===== src/rtl/sdram_mem_tester.sv =====
// sdram_mem_tester: writes a seeded address-derived pattern to a word range, then reads it back and compares.
// Latency: each word costs one request (held until ack) plus one gap cycle per phase; results are valid when odone=1.
// Backpressure: every request is held until the controller acks it; after ACK_TIMEOUT unacked cycles the test aborts.
module sdram_mem_tester #(
   parameter int ADDR_W      = 22,
   parameter int DATA_W      = 16,
   parameter int ACK_TIMEOUT = 1023
) (
   input  logic              iclk,
   input  logic              ireset,
   input  logic              istart,
   input  logic [ADDR_W-1:0] ibase_address,
   input  logic [ADDR_W-1:0] ilength,
   input  logic [DATA_W-1:0] iseed,
   output logic              owrite_req,
   output logic [ADDR_W-1:0] owrite_address,
   output logic [DATA_W-1:0] owrite_data,
   input  logic              iwrite_ack,
   output logic              oread_req,
   output logic [ADDR_W-1:0] oread_address,
   input  logic [DATA_W-1:0] iread_data,
   input  logic              iread_ack,
   output logic              obusy,
   output logic              odone,
   output logic              opass,
   output logic              otimeout,
   output logic [15:0]       oerror_count,
   output logic [ADDR_W-1:0] ofirst_err_address
);

   localparam int TMO_W = $clog2(ACK_TIMEOUT + 1);

   typedef enum logic [2:0] {IDLE, WR_REQ, WR_GAP, RD_REQ, RD_GAP, DONE} state_t;

   state_t            state_q, state_d;
   logic [ADDR_W-1:0] base_q, base_d;
   logic [ADDR_W-1:0] len_q, len_d;
   logic [ADDR_W-1:0] idx_q, idx_d;
   logic [ADDR_W-1:0] addr_q, addr_d;
   logic [ADDR_W-1:0] first_err_q, first_err_d;
   logic [DATA_W-1:0] seed_q, seed_d;
   logic [DATA_W-1:0] data_q, data_d;
   logic [TMO_W-1:0]  tmo_q, tmo_d;
   logic [15:0]       err_cnt_q, err_cnt_d;
   logic              wr_req_q, wr_req_d;
   logic              rd_req_q, rd_req_d;
   logic              busy_q, busy_d;
   logic              done_q, done_d;
   logic              pass_q, pass_d;
   logic              timeout_q, timeout_d;

   logic [ADDR_W-1:0] idx_inc;
   logic [ADDR_W-1:0] next_addr;
   logic              last_word;
   logic              tmo_hit;

   // Test pattern: low 16 address bits XOR the seed.
   function automatic logic [DATA_W-1:0] pattern(input logic [15:0] a16, input logic [DATA_W-1:0] s);
      return DATA_W'(a16) ^ s;
   endfunction

   // Shared helpers: next index/address (wrapping at 2^ADDR_W), end-of-range and ack-timeout detection.
   always_comb begin
      idx_inc   = idx_q + ADDR_W'(1);
      next_addr = base_q + idx_inc;
      last_word = (idx_inc == len_q);
      tmo_hit   = ((tmo_q + TMO_W'(1)) == TMO_W'(ACK_TIMEOUT));
   end

   // Next-state and registered-output computation for the test sequencer.
   always_comb begin
      state_d     = state_q;
      base_d      = base_q;
      len_d       = len_q;
      idx_d       = idx_q;
      addr_d      = addr_q;
      first_err_d = first_err_q;
      seed_d      = seed_q;
      data_d      = data_q;
      tmo_d       = tmo_q;
      err_cnt_d   = err_cnt_q;
      wr_req_d    = wr_req_q;
      rd_req_d    = rd_req_q;
      busy_d      = busy_q;
      done_d      = done_q;
      pass_d      = pass_q;
      timeout_d   = timeout_q;

      case (state_q)
         IDLE, DONE: begin
            if (istart) begin
               base_d      = ibase_address;
               len_d       = ilength;
               seed_d      = iseed;
               idx_d       = '0;
               addr_d      = ibase_address;
               data_d      = pattern(ibase_address[15:0], iseed);
               tmo_d       = '0;
               err_cnt_d   = '0;
               first_err_d = '0;
               timeout_d   = 1'b0;
               if (ilength == '0) begin
                  // Empty range: nothing to test, report a pass immediately.
                  state_d = DONE;
                  done_d  = 1'b1;
                  pass_d  = 1'b1;
                  busy_d  = 1'b0;
               end else begin
                  state_d  = WR_REQ;
                  wr_req_d = 1'b1;
                  done_d   = 1'b0;
                  pass_d   = 1'b0;
                  busy_d   = 1'b1;
               end
            end
         end
         WR_REQ: begin
            if (iwrite_ack) begin
               wr_req_d = 1'b0;
               state_d  = WR_GAP;
            end else if (tmo_hit) begin
               wr_req_d  = 1'b0;
               timeout_d = 1'b1;
               done_d    = 1'b1;
               pass_d    = 1'b0;
               busy_d    = 1'b0;
               state_d   = DONE;
            end else begin
               tmo_d = tmo_q + TMO_W'(1);
            end
         end
         WR_GAP: begin
            tmo_d = '0;
            if (last_word) begin
               idx_d    = '0;
               addr_d   = base_q;
               rd_req_d = 1'b1;
               state_d  = RD_REQ;
            end else begin
               idx_d    = idx_inc;
               addr_d   = next_addr;
               data_d   = pattern(next_addr[15:0], seed_q);
               wr_req_d = 1'b1;
               state_d  = WR_REQ;
            end
         end
         RD_REQ: begin
            if (iread_ack) begin
               rd_req_d = 1'b0;
               state_d  = RD_GAP;
               if (iread_data != pattern(addr_q[15:0], seed_q)) begin
                  if (err_cnt_q != 16'hFFFF) err_cnt_d = err_cnt_q + 16'd1;
                  // A zero count means no earlier mismatch has been recorded.
                  if (err_cnt_q == 16'd0) first_err_d = addr_q;
               end
            end else if (tmo_hit) begin
               rd_req_d  = 1'b0;
               timeout_d = 1'b1;
               done_d    = 1'b1;
               pass_d    = 1'b0;
               busy_d    = 1'b0;
               state_d   = DONE;
            end else begin
               tmo_d = tmo_q + TMO_W'(1);
            end
         end
         RD_GAP: begin
            tmo_d = '0;
            if (last_word) begin
               idx_d   = '0;
               done_d  = 1'b1;
               busy_d  = 1'b0;
               pass_d  = (err_cnt_q == 16'd0) && !timeout_q;
               state_d = DONE;
            end else begin
               idx_d    = idx_inc;
               addr_d   = next_addr;
               rd_req_d = 1'b1;
               state_d  = RD_REQ;
            end
         end
         default: state_d = IDLE;
      endcase
   end

   // State and output registers; reset clears everything without waiting for a clock.
   always_ff @(posedge iclk or posedge ireset) begin
      if (ireset) begin
         state_q     <= IDLE;
         base_q      <= '0;
         len_q       <= '0;
         idx_q       <= '0;
         addr_q      <= '0;
         first_err_q <= '0;
         seed_q      <= '0;
         data_q      <= '0;
         tmo_q       <= '0;
         err_cnt_q   <= '0;
         wr_req_q    <= 1'b0;
         rd_req_q    <= 1'b0;
         busy_q      <= 1'b0;
         done_q      <= 1'b0;
         pass_q      <= 1'b0;
         timeout_q   <= 1'b0;
      end else begin
         state_q     <= state_d;
         base_q      <= base_d;
         len_q       <= len_d;
         idx_q       <= idx_d;
         addr_q      <= addr_d;
         first_err_q <= first_err_d;
         seed_q      <= seed_d;
         data_q      <= data_d;
         tmo_q       <= tmo_d;
         err_cnt_q   <= err_cnt_d;
         wr_req_q    <= wr_req_d;
         rd_req_q    <= rd_req_d;
         busy_q      <= busy_d;
         done_q      <= done_d;
         pass_q      <= pass_d;
         timeout_q   <= timeout_d;
      end
   end

   assign owrite_req         = wr_req_q;
   assign owrite_address     = addr_q;
   assign owrite_data        = data_q;
   assign oread_req          = rd_req_q;
   assign oread_address      = addr_q;
   assign obusy              = busy_q;
   assign odone              = done_q;
   assign opass              = pass_q;
   assign otimeout           = timeout_q;
   assign oerror_count       = err_cnt_q;
   assign ofirst_err_address = first_err_q;

endmodule


===== config.mk =====
export PLATFORM = sky130hd
export DESIGN_NAME = sdram_mem_tester
export DESIGN_NICKNAME = d
export VERILOG_FILES = /design/src/rtl/sdram_mem_tester.sv
export SDC_FILE = /design/constraint.sdc
export NUM_CORES = 1
export LEC_CHECK = 0
export BUFFER_PORTS_ARGS = -buffer_cell sky130_fd_sc_hd__buf_2
export CORE_MARGIN = 2
export CORE_UTILIZATION = 62
export DETAILED_ROUTE_END_ITERATION = 10
export PLACE_DENSITY = 0.87
export SLEW_MARGIN = 25
export SYNTH_ARGS = -nofsm -noshare
export SYNTH_HDL_FRONTEND = slang
export SYNTH_SLANG_ARGS = --single-unit

===== constraint.sdc =====
create_clock -name iclk -period 12.5 [get_ports iclk]
set_input_delay 0.625 -clock iclk [delete_from_list [all_inputs] [get_ports iclk]]
set_output_delay 0.625 -clock iclk [all_outputs]
set_load 0.01 [all_outputs]

Yosys cells after proc, flatten, opt, wreduce, memory -nomap -nowiden
Index checks and enable logic that the tools add are counted.
{ "totals": {"ff_bits": 177, "word_cells": 137, "out_inout_bits": 104, "in_bits": 81} }
{ "classes": {"n_reduce_logical": 27, "mux": 64, "add_sub_neg": 4, "n_eq_ne": 23, "n_bitwise": 3} }
{ "op_table": {"columns": ["cell", "n"], "rows": [
  ["$mux W22", 8],
  ["$mux W16", 6],
  ["$pmux W22 S2", 2],
  ["$pmux W22 S3", 1],
  ["$pmux W16 S2", 2],
  ["$xor A16 B16 Y16", 3],
  ["$mux W10", 4],
  ["$pmux W10 S4", 1],
  ["$mux W1", 26],
  ["$ne A2 B2 Y1 const B", 12],
  ["$add A22 B1 Y22 const B", 1],
  ["$add A22 B22 Y22", 1],
  ["$eq A22 B22 Y1", 1],
  ["$logic_not A22 Y1", 1],
  ["$reduce_and A5 Y1", 4],
  ["$mux W3", 6],
  ["$add A16 B1 Y16 const B", 1],
  ["$logic_not A16 Y1", 1],
  ["$ne A16 B16 Y1", 1],
  ["$ne A16 B16 Y1 const B", 1],
  ["$pmux W3 S5", 1],
  ["$pmux W1 S4", 3],
  ["$reduce_and A4 Y1", 3],
  ["$reduce_bool A3 Y1", 4],
  ["other kinds (16)", 27]
]} }

Depth between registers and ports, before layout
Gate-level depths: netlist of the first run.
{ "depth": {"ltp_word": 5, "depth_mapped": 16, "ltp_nobuf": 15} }

Least setup slack after synthesis of the first run
Ideal clock, no wire load.
{ "synth_path": {"path_kind": "reg-to-reg", "start": "register idx_q[1]", "end": "register idx_q[18]", "path_stages_with_launch": 15, "setup_time_ns": 0.157, "synth_period_minus_slack_ns": 3.351, "required_time_ns": 12.343, "setup_slack_ns": 9.149, "arrival_ns": 3.194, "path_buffers": 4, "path_cell_list": "dfrtp_1 ha_1 buf_2 nand4_4 nor3_1 xnor2_1 xnor2_1 or4_1 or4_1 buf_2 and2_4 buf_2 buf_2 a21oi_1 a31oi_1"} }
{ "synth_between": {"elab_chain_len": 4} }
{ "synth_rtl": {"columns": ["element", "line_no", "text"], "rows": [
  ["start, declared", "38", "logic [ADDR_W-1:0] idx_q, idx_d;"],
  ["start signal, assigned", "209", "idx_q <= idx_d;"],
  ["$add A22 B1 Y22 *", "64", "idx_inc = idx_q + ADDR_W'(1);"],
  ["$eq A22 B22 Y1", "66", "last_word = (idx_inc == len_q);"],
  ["$mux W22 *", "134, 169", null],
  ["$pmux W22 S2 *", "89", "case (state_q)"]
]} }
Mark *: on every way between the ends. The rest lies on a longest branch, timed or not.
A chain may end at the register's enable or synchronous reset.

Worst setup path in the final report of the first run
{ "layout_path": {"start": "register idx_q[0]", "end": "register addr_q[21], in the netlist oread_address[21]"} }
{ "layout_between": {"elab_chain_len": 4, "elab_cells_between_ends": 8, "cone_classes": "2 x add/sub; 2 x eq/ne; 3 x mux; 1 x reduce/logical"} }
{ "layout_rtl": {"columns": ["element", "line_no", "text"], "rows": [
  ["$add A22 B1 Y22 *", "64", null],
  ["$add A22 B22 Y22 / $eq A22 B22 Y1 (equally long branches)", "65, 66", null],
  ["$mux W22, or another cell as far along", "169", "if (last_word) begin"],
  ["$pmux W22 S3 / $reduce_and A3 Y1 (equally long branches)", null, null],
  ["end signal, assigned", "210", "addr_q <= addr_d;"],
  ["end, declared", "39", "logic [ADDR_W-1:0] addr_q, addr_d;"]
]} }
Mark *: on every way between the ends. The rest lies on a longest branch, timed or not. The select of a mux whose other input is x is not followed.

==> metrics.txt, run 1 <==
sum of buffers and inverters on the critical path 1; starting density of the core 0.630; number of inserted filler cells in the final layout roughly 1300; met3 Resource Use GR 0.0521; setup violators final 0; WL per Instance around 20 um; cells along the critical path ha_1 -> nand4_4 -> nor3_1 -> xnor2_1 -> xnor2_1 -> or4_1 -> or4_1 -> buf_4 -> o21a_1 -> o221a_2; Syn-to-layout area delta 13.0%; Post-Route Skew slightly above 0.01 ns; Worst EP arrival ~4.8 ns; gp weighted congestion 0.967; Final ANT Viol Nets 0; Post-Place Setup Slack slightly above 8 ns; Nets 1401; result of the run completed; part of the power in registers 0.326; global routing met2 resource utilization 0.499; fin crit period ~4.4 ns; number of placed I/O pins roughly 190; Worst path depth 10; cell at the root of the clock tree sky130_fd_sc_hd__clkbuf_16; CTS tree built; Chip Height approximately 140 um; post-CTS setup buffer count 0; overall global routing resource usage 0.323; maximum single-stage delay on the critical path around 0.6 ns; slew at the pin with the worst max-slew slack around 0.96 ns; most frequent cells in the layout 184 x sky130_fd_sc_hd__buf_2, 177 x sky130_fd_sc_hd__dfrtp_1, 93 x sky130_fd_sc_hd__nand2_1, 77 x sky130_fd_sc_hd__nor2_1, 67 x sky130_fd_sc_hd__xnor2_1; final slew viol count 0; most common cell after layout, fill and taps aside sky130_fd_sc_hd__buf_2; PostCTS Resize Cnt 0; share of the yosys chip area belonging to registers 0.393; number of enable-type register cells in the synthesized netlist 0; Bufs on Longest Clock Path 2; upper clock frequency limit ~0.23 GHz; length in cells of the worst reg-to-reg path 10; CTS sink count around 180; Sw Ratio 0.433; highest ir drop seen on vdd between 0.1 and 0.15 mV; average cell area after synthesis 9.66 um2; flip-flop and latch count after synthesis ~180; synthesis warning total 0; worst-case headroom to the max-slew limit 0.363; fraction of layout instances using a drive strength above 1 0.244; H-tree levels 4; slowest library cell on the worst path sky130_fd_sc_hd__o21a_1; TritonCTS buffer count 17; number of antenna violations at the first check in global routing 0; Final TNS setup 0 ns; number of remaining DRC errors 0; proportion of synthesized flip-flops having asynchronous set or reset 1.00; highest fanout seen on the critical path 33; area of the die just under 20000 um2; startpoint class of the critical path flop; area of the core ~18000 um2; total vias in the final route 9880; Detailed Route Iter0 Violations slightly below 1000; clock network fraction of design power 0.170; number of iterations in the first detailed-routing pass 6; post-synth design cell area approximately 11000 um2; number of nets in the synthesized netlist 1278; proportion of power drawn by combinational gates 0.504; final cell count without fillers around 1500; vias in the first global route between 9000 and 10000; number of unique standard cell types used by synthesis 79; fraction of met1 tracks used by global routing 0.465; Crit Path Class flop to flop; number of buffers added on ports 184; required time of the critical path 12.82 ns; Maximum Capacitance Violations 0; share of the clock period used by the worst path 0.355; most used flip-flop cell after synthesis sky130_fd_sc_hd__dfrtp_1; cell-internal power 1.88 mW; element type at the critical path end flop; die extent in x 139 um; Top Family by Delay on Critical Path simple AND/OR/NAND/NOR gates; wirelength, routed between 30000 and 40000 um; number of instances in the placed design 1501; worst setup slack after layout 8.06 ns; Sequential Area roughly 4400 um2; power dissipated by switching net loads 1.44 mW; Site Rows 49; pwr dens around 260 nW/um2; Inserted Diodes 0; total area of multi-input combinational cells 6300 um2; clk_lat worst skew around 0.44 ns; number of hold violations in the final report 0; aggregate global routing overflow 0; RSZ-0062 raised after global routing no; global-route wire length before repair 50100 um; CTS clock-pin slew for the worst setup and hold paths 0.07 ns; post-DR vias/cell 6.44; maximum number of pins on one net before global-route repair 101; number of standard cells after synthesis 1168; CTS hold repair buffers 0; Leakage Power 5.88 nW; worst hold path class input pin to async pin; peak-usage layer in the global routing report met2; post-detail-place hpwl around 22000 um
final cells by class:
cell class / instances / share of cell area
multi-input combinational: 873 / 0.495
sequential: 177 / 0.347
timing repair buffer: 194 / 0.0784
clock buffer: 19 / 0.0347
tap: 229 / 0.0225
clock inverter: 13 / 0.0137
inverter: 28 / 0.00864
stage by stage:
step / area (um2) / hold WS (ns) / util / total power, mW
after floorplan: 11300 / 0.445 / - / 2.26
after global placement: 12100 / 0.462 / 0.676 / 2.64
after detailed placement: 12100 / 0.470 / 0.676 / 2.70
after CTS: 12700 / 0.411 / 0.711 / 3.29
after global routing: 12700 / 0.436 / 0.712 / 3.51
final: 12700 / 0.380 / 0.712 / 3.32
registers in the layout (all words and copies together), names as in the netlist:
register            flops
ofirst_err_address     22
state_q                 3
owrite_data            16
owrite_req              1
oread_req               1
oread_address          22
base_q                 22
seed_q                 16
oerror_count           16
odone                   1
opass                   1
idx_q                  22
obusy                   1
otimeout                1
len_q                  22
tmo_q                  10
routing by layer:
metal  vias up  part of all wire
met5         -                 0
met4         0             0.028
met3        64             0.076
met2       529              0.46
met1      4805              0.44
li1       4482                 -
cells in the mapped netlist (5+ instances only):
cell	count	area share
sky130_fd_sc_hd__dfrtp_1	177	0.39
sky130_fd_sc_hd__nand2_1	93	0.031
sky130_fd_sc_hd__nor2_1	78	0.026
sky130_fd_sc_hd__xnor2_1	67	0.052
sky130_fd_sc_hd__a21oi_1	65	0.029
sky130_fd_sc_hd__mux2_2	65	0.065
sky130_fd_sc_hd__o21ai_0	62	0.028
sky130_fd_sc_hd__clkbuf_1	43	0.014
sky130_fd_sc_hd__xor2_1	43	0.033
sky130_fd_sc_hd__a22o_1	28	0.022
sky130_fd_sc_hd__ha_1	28	0.031
sky130_fd_sc_hd__inv_1	28	0.0093
sky130_fd_sc_hd__nand3_1	28	0.012
sky130_fd_sc_hd__nor3_1	28	0.012
sky130_fd_sc_hd__buf_4	27	0.018
sky130_fd_sc_hd__a31oi_1	24	0.013
sky130_fd_sc_hd__nand4_1	23	0.013
sky130_fd_sc_hd__nand2b_1	15	0.0083
sky130_fd_sc_hd__nor4_1	15	0.0083
sky130_fd_sc_hd__buf_2	14	0.0062
sky130_fd_sc_hd__mux2i_1	14	0.012
sky130_fd_sc_hd__and3_1	13	0.0072
sky130_fd_sc_hd__o31ai_1	13	0.0087
sky130_fd_sc_hd__xnor3_1	13	0.026
sky130_fd_sc_hd__o21ai_1	12	0.0053
sky130_fd_sc_hd__a221oi_1	10	0.0078
sky130_fd_sc_hd__a21o_1	9	0.0060
sky130_fd_sc_hd__a2bb2oi_1	9	0.0070
sky130_fd_sc_hd__nor2b_1	8	0.0044
sky130_fd_sc_hd__or3_1	7	0.0039
sky130_fd_sc_hd__a221o_1	5	0.0044
sky130_fd_sc_hd__buf_6	5	0.0050
sky130_fd_sc_hd__o22a_1	5	0.0039
sky130_fd_sc_hd__or2_2	5	0.0028
power groups by stage:
stage | clock (mW) | combinational [mW] | sequential (mW)
6_report | 0.566 | 1.67 | 1.08
2_1_floorplan | 0 | 1.24 | 1.02
3_5_place_dp | 0 | 1.62 | 1.08
4_1_cts | 0.568 | 1.65 | 1.08
5_1_grt | 0.593 | 1.81 | 1.11
3_3_place_gp | 0 | 1.57 | 1.07
logic make-up (layout without fill, tap and decap cells):
family	after synthesis	after routing	synth area share
and+or+nand+nor	346	346	0.158
adders and majority gates	29	29	0.0328
DFF	177	177	0.393
xor gates and xnor gates	123	123	0.111
AOI/OAI and AO/OA	293	293	0.172
buffers and inverters	118	254	0.0531
muxes	82	82	0.0803
worst paths after layout:
path | from | to | slack [ns]
max in group asynchronous | ireset | idx_q[8]$_DFFE_PP0P_ | 10.88
min in group iclk | ilength[9] | len_q[9]$_DFFE_PP0P_ | 0.41
worst max register to register | idx_q[0]$_DFFE_PP0P_ | oread_address[21]$_DFFE_PP0P_ | 8.06
worst max-delay path | idx_q[0]$_DFFE_PP0P_ | oread_address[21]$_DFFE_PP0P_ | 8.06
worst min-delay path | ireset | ofirst_err_address[1]$_DFFE_PP0P_ | 0.38
worst min register to register | owrite_data[13]$_DFFE_PP0P_ | owrite_data[13]$_DFFE_PP0P_ | 0.48
(Power assumes the default switching activity.)
==> inputs of run 2 (changes only) <==
--- a/config.mk
+++ b/config.mk
@@ -7,9 +7,9 @@
 export LEC_CHECK = 0
 export BUFFER_PORTS_ARGS = -buffer_cell sky130_fd_sc_hd__buf_2
 export CORE_MARGIN = 2
-export CORE_UTILIZATION = 62
+export CORE_UTILIZATION = 58
 export DETAILED_ROUTE_END_ITERATION = 10
-export PLACE_DENSITY = 0.87
+export PLACE_DENSITY = 0.82
 export SLEW_MARGIN = 25
 export SYNTH_ARGS = -nofsm -noshare
 export SYNTH_HDL_FRONTEND = slang
==> constraint.sdc (replaced) <==
create_clock -name iclk -period 4.16 [get_ports iclk]
set_input_delay 0.208 -clock iclk [delete_from_list [all_inputs] [get_ports iclk]]
set_output_delay 0.208 -clock iclk [all_outputs]
set_load 0.01 [all_outputs]
==> run 2 against run 1 <==
Combinational power rose to 3.0 times the previous value. Setup slack got worse by 7.8 ns. Via count barely moved.
==> metrics.txt, run 2 (synthesized netlist as in run 1, its figures left out) <==
element type at the critical path end flop; cell-internal power 5.57 mW (+200%); Post-Route Skew 0.0120 ns (+0.00173 ns); share of the clock period used by the worst path 0.944 (+0.589); Bufs on Longest Clock Path 2 (unchanged); gp weighted congestion 1.02 (+5.6%); cells along the critical path and3_1 -> nand4_1 -> xnor2_1 -> ha_1 -> a21oi_1 -> nor2b_1 -> o21ai_0 -> nand4_1 -> nand3_1 -> a211o_1 -> nand3_1 -> nor2_1 -> o22ai_1; Post-Place Setup Slack 0.207 ns (-7.97 ns); highest ir drop seen on vdd 0.392 mV (+160%); area of the die 20600 um2 (+6.7%); number of hold violations in the final report 0 (unchanged); proportion of power drawn by combinational gates 0.512 (+0.008); Worst EP arrival 4.19 ns (-0.58 ns); wirelength, routed 31000 um (-0.71%); H-tree levels 4 (unchanged); post-DR vias/cell 6.22 (-3.5%); most frequent cells in the layout 184 x sky130_fd_sc_hd__buf_2, 177 x sky130_fd_sc_hd__dfrtp_1, 93 x sky130_fd_sc_hd__nand2_1, 77 x sky130_fd_sc_hd__nor2_1, 67 x sky130_fd_sc_hd__xnor2_1; result of the run completed; Sequential Area 4430 um2 (unchanged); number of instances in the placed design 1554 (+3.5%); TritonCTS buffer count 17 (unchanged); overall global routing resource usage 0.306 (-0.0169); part of the power in registers 0.330 (+0.004); area of the core 19300 um2 (+7.6%); Nets 1421 (+1.4%); maximum number of pins on one net before global-route repair 178 (+76%); number of placed I/O pins 185 (unchanged); Site Rows 51 (+4.1%); slew at the pin with the worst max-slew slack 1.04 ns (+0.0797 ns); total area of multi-input combinational cells 6290 um2 (-0.18%); number of antenna violations at the first check in global routing 1 (+1); starting density of the core 0.585 (-0.0448); clock network fraction of design power 0.159 (-0.011); worst-case headroom to the max-slew limit 0.300 (-0.0622); required time of the critical path 4.43 ns (-8.39 ns); post-detail-place hpwl 22300 um (+1.5%); Syn-to-layout area delta 14.4%; Sw Ratio 0.434 (+0.00118); most common cell after layout, fill and taps aside sky130_fd_sc_hd__buf_2; worst hold path class input pin to flop; number of remaining DRC errors 0 (unchanged); power dissipated by switching net loads 4.27 mW (+200%); die extent in x 143 um (+3.3%); final cell count without fillers 1589 (+3.7%); number of iterations in the first detailed-routing pass 5 (-1); cell at the root of the clock tree sky130_fd_sc_hd__clkbuf_16; slowest library cell on the worst path sky130_fd_sc_hd__dfrtp_1; Crit Path Class flop to flop; startpoint class of the critical path flop; global-route wire length before repair 49600 um (-1.0%); highest fanout seen on the critical path 14 (-58%); fraction of layout instances using a drive strength above 1 0.255 (+0.0107); maximum single-stage delay on the critical path 0.70 ns (+0.11 ns); fin crit period 3.93 ns (-0.515 ns); aggregate global routing overflow 0 (unchanged); vias in the first global route 9353 (+1.5%); setup violators final 0 (unchanged); clk_lat worst skew 0.44 ns (about the same); Inserted Diodes 0 (unchanged); worst slack on hold paths 0.0146 ns (-0.365 ns); final slew viol count 0 (unchanged); Detailed Route Iter0 Violations 928 (-4.5%); CTS sink count 177 (unchanged); upper clock frequency limit 0.255 GHz (+13%); pwr dens 762 nW/um2 (+190%); CTS tree built; Layout Utilization 0.670 (-0.0423); number of buffers added on ports 184 (unchanged); number of inserted filler cells in the final layout 1528 (+16%); Final ANT Viol Nets 0 (unchanged); Maximum Capacitance Violations 0 (unchanged); total vias in the final route 9882 (+0.020%); Final TNS setup 0 ns (unchanged); CTS clock-pin slew for the worst setup and hold paths 0.07 ns (about the same); Chip Height 143 um (+3.3%); RSZ-0062 raised after global routing no; Leakage Power 5.94 nW (+1.0%); WL per Instance 19.5 um (-4.2%); worst setup slack after layout 0.233 ns (-7.82 ns)
## run 2: changes by cell type in the layout (fill, tap and decap cells not counted), moves of 2 or more
| cell | change |
|---|---|
| sky130_fd_sc_hd__bufinv_16 | -2 |
| sky130_fd_sc_hd__buf_4 | +17 |
| sky130_fd_sc_hd__dlygate4sd3_1 | +2 |
| sky130_fd_sc_hd__clkinv_4 | -2 |
| sky130_fd_sc_hd__clkinvlp_4 | +4 |
## run 2: power by group through the flow
stage / registers (mW) / logic [mW] / clock network, mW
after floorplan: 3.06 / 3.73 / 0
after CTS: 3.22 / 4.98 / 1.57
final: 3.24 / 5.03 / 1.56
after global placement: 3.20 / 4.79 / 0
after detailed placement: 3.24 / 4.93 / 0
after global routing: 3.34 / 5.50 / 1.64
## run 2: path summary, 6_finish.rpt
check | depth (start not counted) | slack [ns] | to | startpoint
setup / recovery | 13 | 0.23 | oread_address[20]$_DFFE_PP0P_ | idx_q[3]$_DFFE_PP0P_
hold / removal | 2 | 0.01 | base_q[18]$_DFFE_PP0P_ | ibase_address[18]
setup reg to reg | 13 | 0.23 | oread_address[20]$_DFFE_PP0P_ | idx_q[3]$_DFFE_PP0P_
hold reg to reg | 2 | 0.48 | owrite_data[14]$_DFFE_PP0P_ | owrite_data[14]$_DFFE_PP0P_
max in group asynchronous | 5 | 2.95 | oread_address[18]$_DFFE_PP0P_ | ireset
min in group asynchronous | 4 | 0.44 | ofirst_err_address[3]$_DFFE_PP0P_ | ireset
## run 2: metal layers
layer / wire length (um) / GRT usage
met2: 14400 / 0.491
met5: 12 / 0
met1: 13400 / 0.428
met4: 796 / 0.104
met3: 2390 / 0.0463
## run 2: timing repair
| action | 4_1_cts | 5_1_grt |
|---|---|---|
| hold endpoints to repair | 1 | 17 |
| buffers inserted | 0 | 0 |
| setup endpoints to repair | 0 | 37 |
| gates resized for setup | 0 | 3 |
| hold buffers | 1 | 1 |
## run 2: final cells by class
class | instances | area share
clock buffers | 19 | 0.0335
clock inverters | 13 | 0.00998
inverters | 28 | 0.00843
multi-input cells | 873 | 0.488
flip-flops and latches | 177 | 0.343
well taps | 265 | 0.0257
repair buffers | 214 | 0.0917
## run 2: critical path, delay by kind of cell, from the launching register on
family / cells / cell delay [ns]
simple gates: 7 / 1.43
fa+ha+maj: 1 / 0.32
xor+xnor: 1 / 0.38
flops: 1 / 0.70
compound gates: 4 / 0.94
## run 2: metrics by stage
stage          power (mW)  instance area (um2)
2_1_floorplan        6.79                11300
4_1_cts              9.76                12900
3_5_place_dp         8.17                12300
6_report             9.84                12900
3_3_place_gp         8.00                12300
5_1_grt              10.5                12900
==> inputs of run 3 (changes only) <==
--- a/config.mk
+++ b/config.mk
@@ -7,9 +7,10 @@
 export LEC_CHECK = 0
 export BUFFER_PORTS_ARGS = -buffer_cell sky130_fd_sc_hd__buf_2
 export CORE_MARGIN = 2
-export CORE_UTILIZATION = 58
+export CORE_UTILIZATION = 59
+export CTS_BUF_LIST = sky130_fd_sc_hd__clkbuf_2 sky130_fd_sc_hd__clkbuf_4 sky130_fd_sc_hd__clkbuf_8
 export DETAILED_ROUTE_END_ITERATION = 10
-export PLACE_DENSITY = 0.82
+export PLACE_DENSITY = 0.83
 export SLEW_MARGIN = 25
 export SYNTH_ARGS = -nofsm -noshare
 export SYNTH_HDL_FRONTEND = slang
==> run 3 against run 2 <==
Critical path depth is 2 lower. Register-to-register slack better by 0.04 ns. Worst hold slack got worse by 0.0088 ns. Sequential power about the same. Setup slack improved by 0.044 ns. Via count grew 0.21%. Global-route usage rose by 0.39 points. Core utilization increased by 3.2 points. Critical path type unchanged. Critical endpoint is now oread_address[15]$_DFFE_PP0P_.
==> metrics.txt, run 3 (synthesized netlist as in run 1, its figures left out) <==
overall global routing resource usage 0.310 (+0.00386); cells along the critical path ha_2 -> and4_1 -> nand2_4 -> xnor2_1 -> xor2_1 -> or4_1 -> or4_1 -> o21a_1 -> buf_4 -> o211ai_1 -> o21a_1; WL per Instance 19.3 um (-1.1%); Final ANT Viol Nets 0 (unchanged); most frequent cells in the layout 184 x sky130_fd_sc_hd__buf_2, 177 x sky130_fd_sc_hd__dfrtp_1, 93 x sky130_fd_sc_hd__nand2_1, 77 x sky130_fd_sc_hd__nor2_1, 67 x sky130_fd_sc_hd__xnor2_1; vias in the first global route 9596 (+2.6%); CTS tree built; post-detail-place hpwl 22100 um (-0.48%); number of instances in the placed design 1526 (-1.8%); maximum number of pins on one net before global-route repair 77 (-57%); number of remaining DRC errors 0 (unchanged); Worst EP arrival 4.31 ns (+0.12 ns); pwr dens 722 nW/um2 (-5.3%); result of the run completed; number of buffers added on ports 184 (unchanged); RSZ-0062 raised after global routing no; number of antenna violations at the first check in global routing 1 (unchanged); setup violators final 0 (unchanged); Leakage Power 6.06 nW (+2.0%); global-route wire length before repair 49500 um (-0.25%); worst-case headroom to the max-slew limit 0.386 (+0.0854); number of iterations in the first detailed-routing pass 8 (+3); required time of the critical path 4.59 ns (+0.16 ns); number of hold violations in the final report 0 (unchanged); worst setup slack after layout 0.277 ns (+0.0438 ns); upper clock frequency limit 0.258 GHz (+1.1%); gp weighted congestion 0.921 (-9.8%); wirelength, routed 30900 um (-0.34%); Detailed Route Iter0 Violations 978 (+5.4%); startpoint class of the critical path flop; number of inserted filler cells in the final layout 1395 (-8.7%); share of the clock period used by the worst path 0.933 (-0.0105); area of the core 18700 um2 (-2.9%); Syn-to-layout area delta 16.4%; Bufs on Longest Clock Path 2 (unchanged); worst hold path class input pin to flop; maximum single-stage delay on the critical path 0.55 ns (-0.15 ns); Site Rows 50 (-2.0%); post-CTS setup buffer count 0 (unchanged); die extent in x 142 um (-0.83%); cell at the root of the clock tree sky130_fd_sc_hd__clkbuf_8; Post-Route Skew 0.0210 ns (+0.00900 ns); Nets 1466 (+3.2%); final cell count without fillers 1602 (+0.82%); final slew viol count 0 (unchanged); aggregate global routing overflow 0 (unchanged); most common cell after layout, fill and taps aside sky130_fd_sc_hd__buf_2; H-tree levels 4 (unchanged); slew at the pin with the worst max-slew slack 0.921 ns (-0.115 ns); highest fanout seen on the critical path 14 (unchanged); Chip Height 142 um (-0.83%); Post-Place Setup Slack 0.251 ns (+0.0444 ns); total vias in the final route 9903 (+0.21%); clk_lat worst skew 0.49 ns (+0.05 ns); fraction of layout instances using a drive strength above 1 0.247 (-0.00727); TritonCTS buffer count 17 (unchanged); CTS sink count 177 (unchanged); Maximum Capacitance Violations 0 (unchanged); Final TNS setup 0 ns (unchanged); post-DR vias/cell 6.18 (-0.60%); number of placed I/O pins 185 (unchanged); highest ir drop seen on vdd 0.330 mV (-16%); starting density of the core 0.603 (+0.0177); area of the die 20200 um2 (-1.7%); slowest library cell on the worst path sky130_fd_sc_hd__or4_1; CTS clock-pin slew for the worst setup and hold paths 0.10 ns (+0.03 ns); element type at the critical path end flop; fin crit period 3.88 ns (-0.0438 ns); Crit Path Class flop to flop
[run 3: cell types whose count changed in the layout (fill, tap and decap cells not counted), moves of 2 or more]
cell,delta
sky130_fd_sc_hd__dlygate4sd3_1,+43
sky130_fd_sc_hd__clkbuf_8,+19
sky130_fd_sc_hd__clkbuf_16,-17
sky130_fd_sc_hd__buf_4,+2
sky130_fd_sc_hd__clkbuf_1,-2
sky130_fd_sc_hd__clkbuf_4,+2
sky130_fd_sc_hd__clkinv_2,+2
sky130_fd_sc_hd__clkinv_4,-2
sky130_fd_sc_hd__clkinvlp_4,-2
sky130_fd_sc_hd__inv_6,-2
[run 3: path summary, 6_finish.rpt]
kind / startpoint / endpoint / slack (ns) / depth (start not counted)
max reg2reg: idx_q[0]$_DFFE_PP0P_ / oread_address[15]$_DFFE_PP0P_ / 0.28 / 11
min: iseed[11] / seed_q[11]$_DFFE_PP0P_ / 0.006 / 2
min reg2reg: owrite_data[12]$_DFFE_PP0P_ / owrite_data[12]$_DFFE_PP0P_ / 0.49 / 2
max: idx_q[0]$_DFFE_PP0P_ / oread_address[15]$_DFFE_PP0P_ / 0.28 / 11
max in group asynchronous: ireset / len_q[14]$_DFFE_PP0P_ / 2.97 / 4
min in group asynchronous: ireset / ofirst_err_address[19]$_DFFE_PP0P_ / 0.23 / 3
[run 3: layout make-up]
class | count | area, um2 | area share
multi-input cells | 873 | 6290 | 0.479
clock inverters | 9 | 108 | 0.00820
diodes | 1 | 2.50 | 0.000191
flip-flops and latches | 177 | 4430 | 0.337
repair buffers | 259 | 1620 | 0.123
inverters | 28 | 109 | 0.00829
clock buffers | 21 | 277 | 0.0211
well taps | 234 | 293 | 0.0223
[run 3: routing by layer]
| metal | up-vias | wire length, um | GRT usage |
|---|---|---|---|
| li1 | 4592 | - | - |
| met2 | 434 | 14500 | 0.499 |
| met4 | 0 | 777 | 0.107 |
| met1 | 4824 | 13400 | 0.421 |
| met3 | 53 | 2150 | 0.0622 |
| met5 | - | 0 | 0 |
[run 3: timing repair]
| action | 4_1_cts | 5_1_grt |
|---|---|---|
| setup endpoints to repair | 0 | 26 |
| gates resized for setup | 0 | 2 |
| hold buffers | 44 | 1 |
| hold endpoints to repair | 53 | 1 |
[run 3: power breakdown]
part / total [mW] / switching (mW) / internal [mW]
registers: 3.22 / 0.818 / 2.40
logic: 5.05 / 2.69 / 2.36
clock network: 1.21 / 0.635 / 0.571
total: 9.48 / 4.14 / 5.34
[run 3: through the flow]
step / utilization / power [mW] / area [um2] / hold WS, ns
final: 0.702 / 9.48 / 13100 / 0.00573
after global placement: 0.657 / 7.99 / 12300 / 0.195
after floorplan: - / 6.79 / 11300 / 0.303
after detailed placement: 0.657 / 8.16 / 12300 / 0.191
after CTS: 0.701 / 9.42 / 13100 / 0.000618
after global routing: 0.702 / 10.1 / 13100 / 0.00165
[run 3: worst max-delay path: cells and delay by family, from the launching register on]
kind            cells  cell delay [ns]
simple gates        4             1.51
compound gates      3             0.71
flops               1             0.50
xor+xnor            2             0.46
fa+ha+maj           1             0.36
buf+inv             1             0.29
